File: src/rtl/dti_apb_pkg.sv
// Shared definitions for the peripheral-segment APB bus: the APB initiator state
// encoding and the default per-transfer watchdog limit.
package dti_apb_pkg;

  localparam int unsigned APB_TIMEOUT_DEFAULT = 255;

  typedef enum logic [1:0] {
    IDLE   = 2'd0,
    SETUP  = 2'd1,
    ACCESS = 2'd2,
    RESP   = 2'd3
  } apb_master_state_e;

endpackage

File: src/rtl/apb_master.sv
// APB3 initiator: turns one valid/ready request into an APB setup/access transfer
// and returns read data / error through a held response, with a per-transfer watchdog.
module apb_master
  import dti_apb_pkg::*;
#(
  parameter int unsigned APB_ADDR_WIDTH = 32,
  parameter int unsigned APB_DATA_WIDTH = 32,
  parameter int unsigned TIMEOUT_CYCLES = APB_TIMEOUT_DEFAULT
) (
  input  logic                      apb_pclk,
  input  logic                      apb_preset,
  input  logic                      req_valid,
  output logic                      req_ready,
  input  logic [APB_ADDR_WIDTH-1:0] req_addr,
  input  logic                      req_write,
  input  logic [APB_DATA_WIDTH-1:0] req_wdata,
  output logic                      rsp_valid,
  input  logic                      rsp_ready,
  output logic [APB_DATA_WIDTH-1:0] rsp_rdata,
  output logic                      rsp_err,
  output logic [APB_ADDR_WIDTH-1:0] apb_paddr,
  output logic                      apb_pwrite,
  output logic [APB_DATA_WIDTH-1:0] apb_pwdata,
  output logic                      apb_psel,
  output logic                      apb_penable,
  input  logic                      apb_pready,
  input  logic [APB_DATA_WIDTH-1:0] apb_prdata,
  input  logic                      apb_pslverr
);

  localparam int unsigned CNT_W_RAW = $clog2(TIMEOUT_CYCLES + 1);
  localparam int unsigned CNT_W     = (CNT_W_RAW == 0) ? 1 : CNT_W_RAW;
  localparam bit          WDOG_EN   = (TIMEOUT_CYCLES != 0);
  localparam logic [CNT_W-1:0] CNT_LAST =
    (TIMEOUT_CYCLES == 0) ? '0 : CNT_W'(TIMEOUT_CYCLES - 1);

  apb_master_state_e state, state_nxt;
  logic [CNT_W-1:0]  wait_cnt;
  logic              abort;

  always_ff @(posedge apb_pclk or posedge apb_preset) begin
    if (apb_preset) begin
      state <= IDLE;
    end else begin
      state <= state_nxt;
    end
  end

  // Handshake outputs are decoded from state alone so no input reaches them combinationally.
  always_comb begin
    state_nxt   = state;
    req_ready   = 1'b0;
    apb_psel    = 1'b0;
    apb_penable = 1'b0;
    rsp_valid   = 1'b0;
    abort       = 1'b0;
    case (state)
      IDLE: begin
        req_ready = 1'b1;
        if (req_valid) state_nxt = SETUP;
      end
      SETUP: begin
        apb_psel  = 1'b1;
        state_nxt = ACCESS;
      end
      ACCESS: begin
        apb_psel    = 1'b1;
        apb_penable = 1'b1;
        if (apb_pready) begin
          state_nxt = RESP;
        end else if (WDOG_EN && (wait_cnt == CNT_LAST)) begin
          abort     = 1'b1;
          state_nxt = RESP;
        end
      end
      RESP: begin
        rsp_valid = 1'b1;
        if (rsp_ready) state_nxt = IDLE;
      end
      default: state_nxt = IDLE;
    endcase
  end

  // A late pready wins over the watchdog because it is tested first.
  always_ff @(posedge apb_pclk or posedge apb_preset) begin
    if (apb_preset) begin
      apb_paddr  <= '0;
      apb_pwrite <= 1'b0;
      apb_pwdata <= '0;
      rsp_rdata  <= '0;
      rsp_err    <= 1'b0;
      wait_cnt   <= '0;
    end else begin
      case (state)
        IDLE: begin
          if (req_valid) begin
            apb_paddr  <= req_addr;
            apb_pwrite <= req_write;
            apb_pwdata <= req_wdata;
            wait_cnt   <= '0;
          end
        end
        ACCESS: begin
          if (apb_pready) begin
            rsp_err   <= apb_pslverr;
            rsp_rdata <= apb_pwrite ? '0 : apb_prdata;
          end else if (abort) begin
            rsp_err   <= 1'b1;
            rsp_rdata <= '0;
          end else begin
            wait_cnt <= wait_cnt + 1'b1;
          end
        end
        default: ;
      endcase
    end
  end

endmodule

File: config.mk
export PLATFORM = sky130hd
export DESIGN_NAME = apb_master
export DESIGN_NICKNAME = d
export VERILOG_FILES = /design/src/rtl/dti_apb_pkg.sv /design/src/rtl/apb_master.sv
export SDC_FILE = /design/constraint.sdc
export NUM_CORES = 1
export LEC_CHECK = 0
export ABC_AREA = 1
export CORE_AREA = 2 2 123 125
export DETAILED_ROUTE_END_ITERATION = 8
export DIE_AREA = 0 0 125 127
export SYNTH_ARGS = -nofsm -noshare
export SYNTH_HDL_FRONTEND = slang
export SYNTH_SLANG_ARGS = --single-unit
File: constraint.sdc
create_clock -name apb_pclk -period 7.91 [get_ports apb_pclk]
set_clock_uncertainty 0.1 [all_clocks]
set_input_delay 1.582 -clock apb_pclk [delete_from_list [all_inputs] [get_ports apb_pclk]]
set_output_delay 1.582 -clock apb_pclk [all_outputs]
set_load 0.02 [all_outputs]
==> impl_summary.txt <==
----------------------------------------------------
[Clock tree]
  Maximum level of the CTS H-tree ... 3
  Postcts setup bufs ... 0
  Post-CTS resize count ... 0
  Number of buffers added to fix hold violations after cts ... 0
  Post-CTS clock slew at the launch and capture registers of the worst setup and hold paths ... 70 ps
  Clock tree from TritonCTS ... yes
  Worst-skew pair later-pin latency ... 350 ps
  Bufs on Longest Clock Path ... 2
  Root Buffer ... clkbuf_16
  CTS sink count ... 108
  Number of buffers created by CTS ... 9

[Run]
  Max cap viols ... 0

[Finish]
  Filler Cell Count ... 1367
  Antenna cells ... 0
  Share of final-layout standard cells stronger than drive strength 1 ... 0.1703
  FF+latch area ... 2703 um2
  Synth-to-Final Area Change ... 55.36%
  Total area of multi-input combinational cells ... 1544 um2
  Nets@finish ... 704

[Die]
  Vertical extent of the die ... 127 um
  Number of ports placed on the die boundary ... 205
  Die Area ... 15880 um2
  Placeable Area ... 14420 um2
  Std cell rows ... 44
  Starting utilization of the core area ... 0.3078
  Horizontal die dimension ... 125 um

[Timing]
  Share of the clock period used by the worst path ... 0.4419
  Max-slew violations ... 0
  Normalized max-slew margin ... 0.3034
  Worst Max-Slew Pin Slew ... 1045 ps
  Final hold violations ... 0
  Hold Worst Slack ... 372.7 ps
  Final critical-path required period ... 3495 ps
  Highest attainable clock frequency ... 286.1 MHz
  Setup TNS Final ... 0 ps
  RSZ-0062 raised after global routing ... false
  Final setup vio count ... 0

[Yosys]
  Cell area after technology mapping ... 4439 um2
  Warning count from the yosys run ... 0
  Most common cell in the netlist ... nand2_1
  Share of flip-flops with an asynchronous set or reset after synthesis ... 1.000
  Count of state elements after synthesis ... 108
  Top cells by area in the synthesized netlist ... dfrtp_1 (61%), mux2_2 (16%), nand2_1 (12%)
  Number of synthesized flops with an enable pin ... 0
  Gate count after technology mapping ... 392
  Area share of the leading cell type in the synthesized netlist ... 0.6088
  Cell taking the most area after synthesis ... dfrtp_1
  Sequential share of the synthesized area ... 0.6088
  Most used DFF post-synth ... dfrtp_1
  Per-instance average area after synthesis ... 11.32 um2
  Netlist cell types ... 15
  Most frequent cells after synthesis ... nand2_1 (140), dfrtp_1 (108), mux2_2 (65)
  Synth Net Count ... 500

[Power and ir drop]
  Maximum vdd drop ... 232.7 uV
  Reported leakage power ... 0.003123 uW
  Pwr per Cell Area ... 388.6 nW/um2

[GRT]
  Overflow left after global routing ... 0
  GRT Total Usage ... 0.1449
  Vias in the first global route ... 3642
  Wire length of the first global-routing pass ... 18200 um
  Largest net degree at the start of global routing ... 83
  Initial antenna violation count ... 0

[Drt]
  DR WL/cell ... 14.57 um
  Number of DRC violations after detailed-routing iteration 0 ... 106
  Routed wire length ... 11410 um
  Detail Route Antenna Nets ... 0
  Remaining routing DRC violations ... 0
  First drt pass iteration count ... 4
  Number of vias per cell ... 4.395
  Vias ... 3441

[Outcome]
  Result of the run ... finished clean

[Placed design]
  Count of buffers from port buffering ... 204
  Dpl hpwl ... 8213 um
  Routability cong. ... 0.7749

[Critical path]
  Required time worst endpoint ... 6230 ps
  Arrival @ worst endpoint ... 1810 ps
  Type of element launching the critical path ... flop
  Top fanout value on the critical path ... 5
  Start-to-end type of the worst setup path ... flop to output port
  Critical Path Sink Type ... output port

[Worst hold path]
  Path class of the lowest-slack min-delay path ... flop to flop

----------------------------------------------------
## power breakdown
group / switching (uW) / leakage, uW / total (uW) / internal [uW]
Sequential: 128 / 0.00133 / 924 / 796
Clock: 193 / 0.000134 / 429 / 236
Combinational: 651 / 0.00166 / 1330 / 676
## final timing paths
path | from | to | slack, ps | cells past startpoint
hold / removal | rsp_rdata[10] | rsp_rdata[10] | 370 | 2
hold reg to reg | rsp_rdata[10] | rsp_rdata[10] | 370 | 2
min in group asynchronous | apb_preset | apb_pwdata[30] | 1460 | 2
max in group asynchronous | apb_preset | wait_cnt[7] | 4890 | 3
setup / recovery | state[0] | apb_penable | 4410 | 3
setup reg to reg | state[0] | apb_pwdata[21] | 5770 | 5
## cell usage in the layout, fill, tap and decap left out
| cell | instances |
|---|---|
| o21ai_0 | 2 |
| nor2_1 | 10 |
| inv_4 | 1 |
| mux2_2 | 65 |
| inv_1 | 19 |
| clkinvlp_4 | 1 |
| nand3_1 | 7 |
| ha_1 | 5 |
| xnor2_1 | 1 |
| nand2_1 | 139 |
| clkbuf_8 | 3 |
| clkbuf_16 | 9 |
| buf_4 | 3 |
| clkbuf_1 | 1 |
| nor2_2 | 4 |
| dfrtp_1 | 108 |
| nand4_1 | 1 |
| nand2_4 | 1 |
| clkdlybuf4s50_1 | 204 |
| nand2_2 | 15 |
## kinds of logic (layout without fill, tap and decap cells)
family / after synthesis / after routing / share of synthesized area
AO/OA/AOI/OAI: 2 / 2 / 0.002255
adder cells (fa/ha/maj): 5 / 5 / 0.01409
XOR/XNOR: 1 / 1 / 0.001973
AND/OR/NAND/NOR: 177 / 177 / 0.1640
buffers and inverters: 34 / 241 / 0.04397
flip-flops: 108 / 108 / 0.6088
multiplexers: 65 / 65 / 0.1649
## state kept, by name, summed over array words and instances (netlist names)
name	cells
state	2
apb_paddr	32
wait_cnt	8
apb_pwrite	1
rsp_rdata	32
apb_pwdata	32
rsp_err	1
## layer usage
| metal | vias to the layer above | routed length [um] | GRT usage |
|---|---|---|---|
| met1 | 1655 | 4366 | 0.1550 |
| met4 | 0 | 153 | 0.04052 |
| met2 | 129 | 5790 | 0.2561 |
| met5 | - | 0 | 0 |
| li1 | 1648 | - | - |
| met3 | 9 | 1096 | 0.06993 |
## metrics by stage
step           power (uW)  std cells  utilization  instance area [um2]  setup WS, ps
4_1_cts              2727        783       0.4781                 6897          4398
2_1_floorplan        1640        392            -                 4439          3382
3_5_place_dp         2281        769       0.4589                 6619          4404
5_1_grt              2838        783       0.4781                 6897          4347
3_3_place_gp         2252        769       0.4589                 6619          4451
6_report             2680        783       0.4781                 6897          4415
## critical path, cell delays in order (launching register included)
cell	delay [ps]
dfrtp_1	410
inv_1	100
ha_1	300
clkdlybuf4s50_1	660
## layout make-up
cell class,instances,area share
Tap cell,184,0.03338
Clock inverter,1,0.001089
Timing Repair Buffer,207,0.2993
Clock buffer,13,0.03919
Multi-Input combinational cell,250,0.2239
Inverter,20,0.01125
Sequential cell,108,0.3919
No activity file was read; power rests on OpenSTA's default activity.
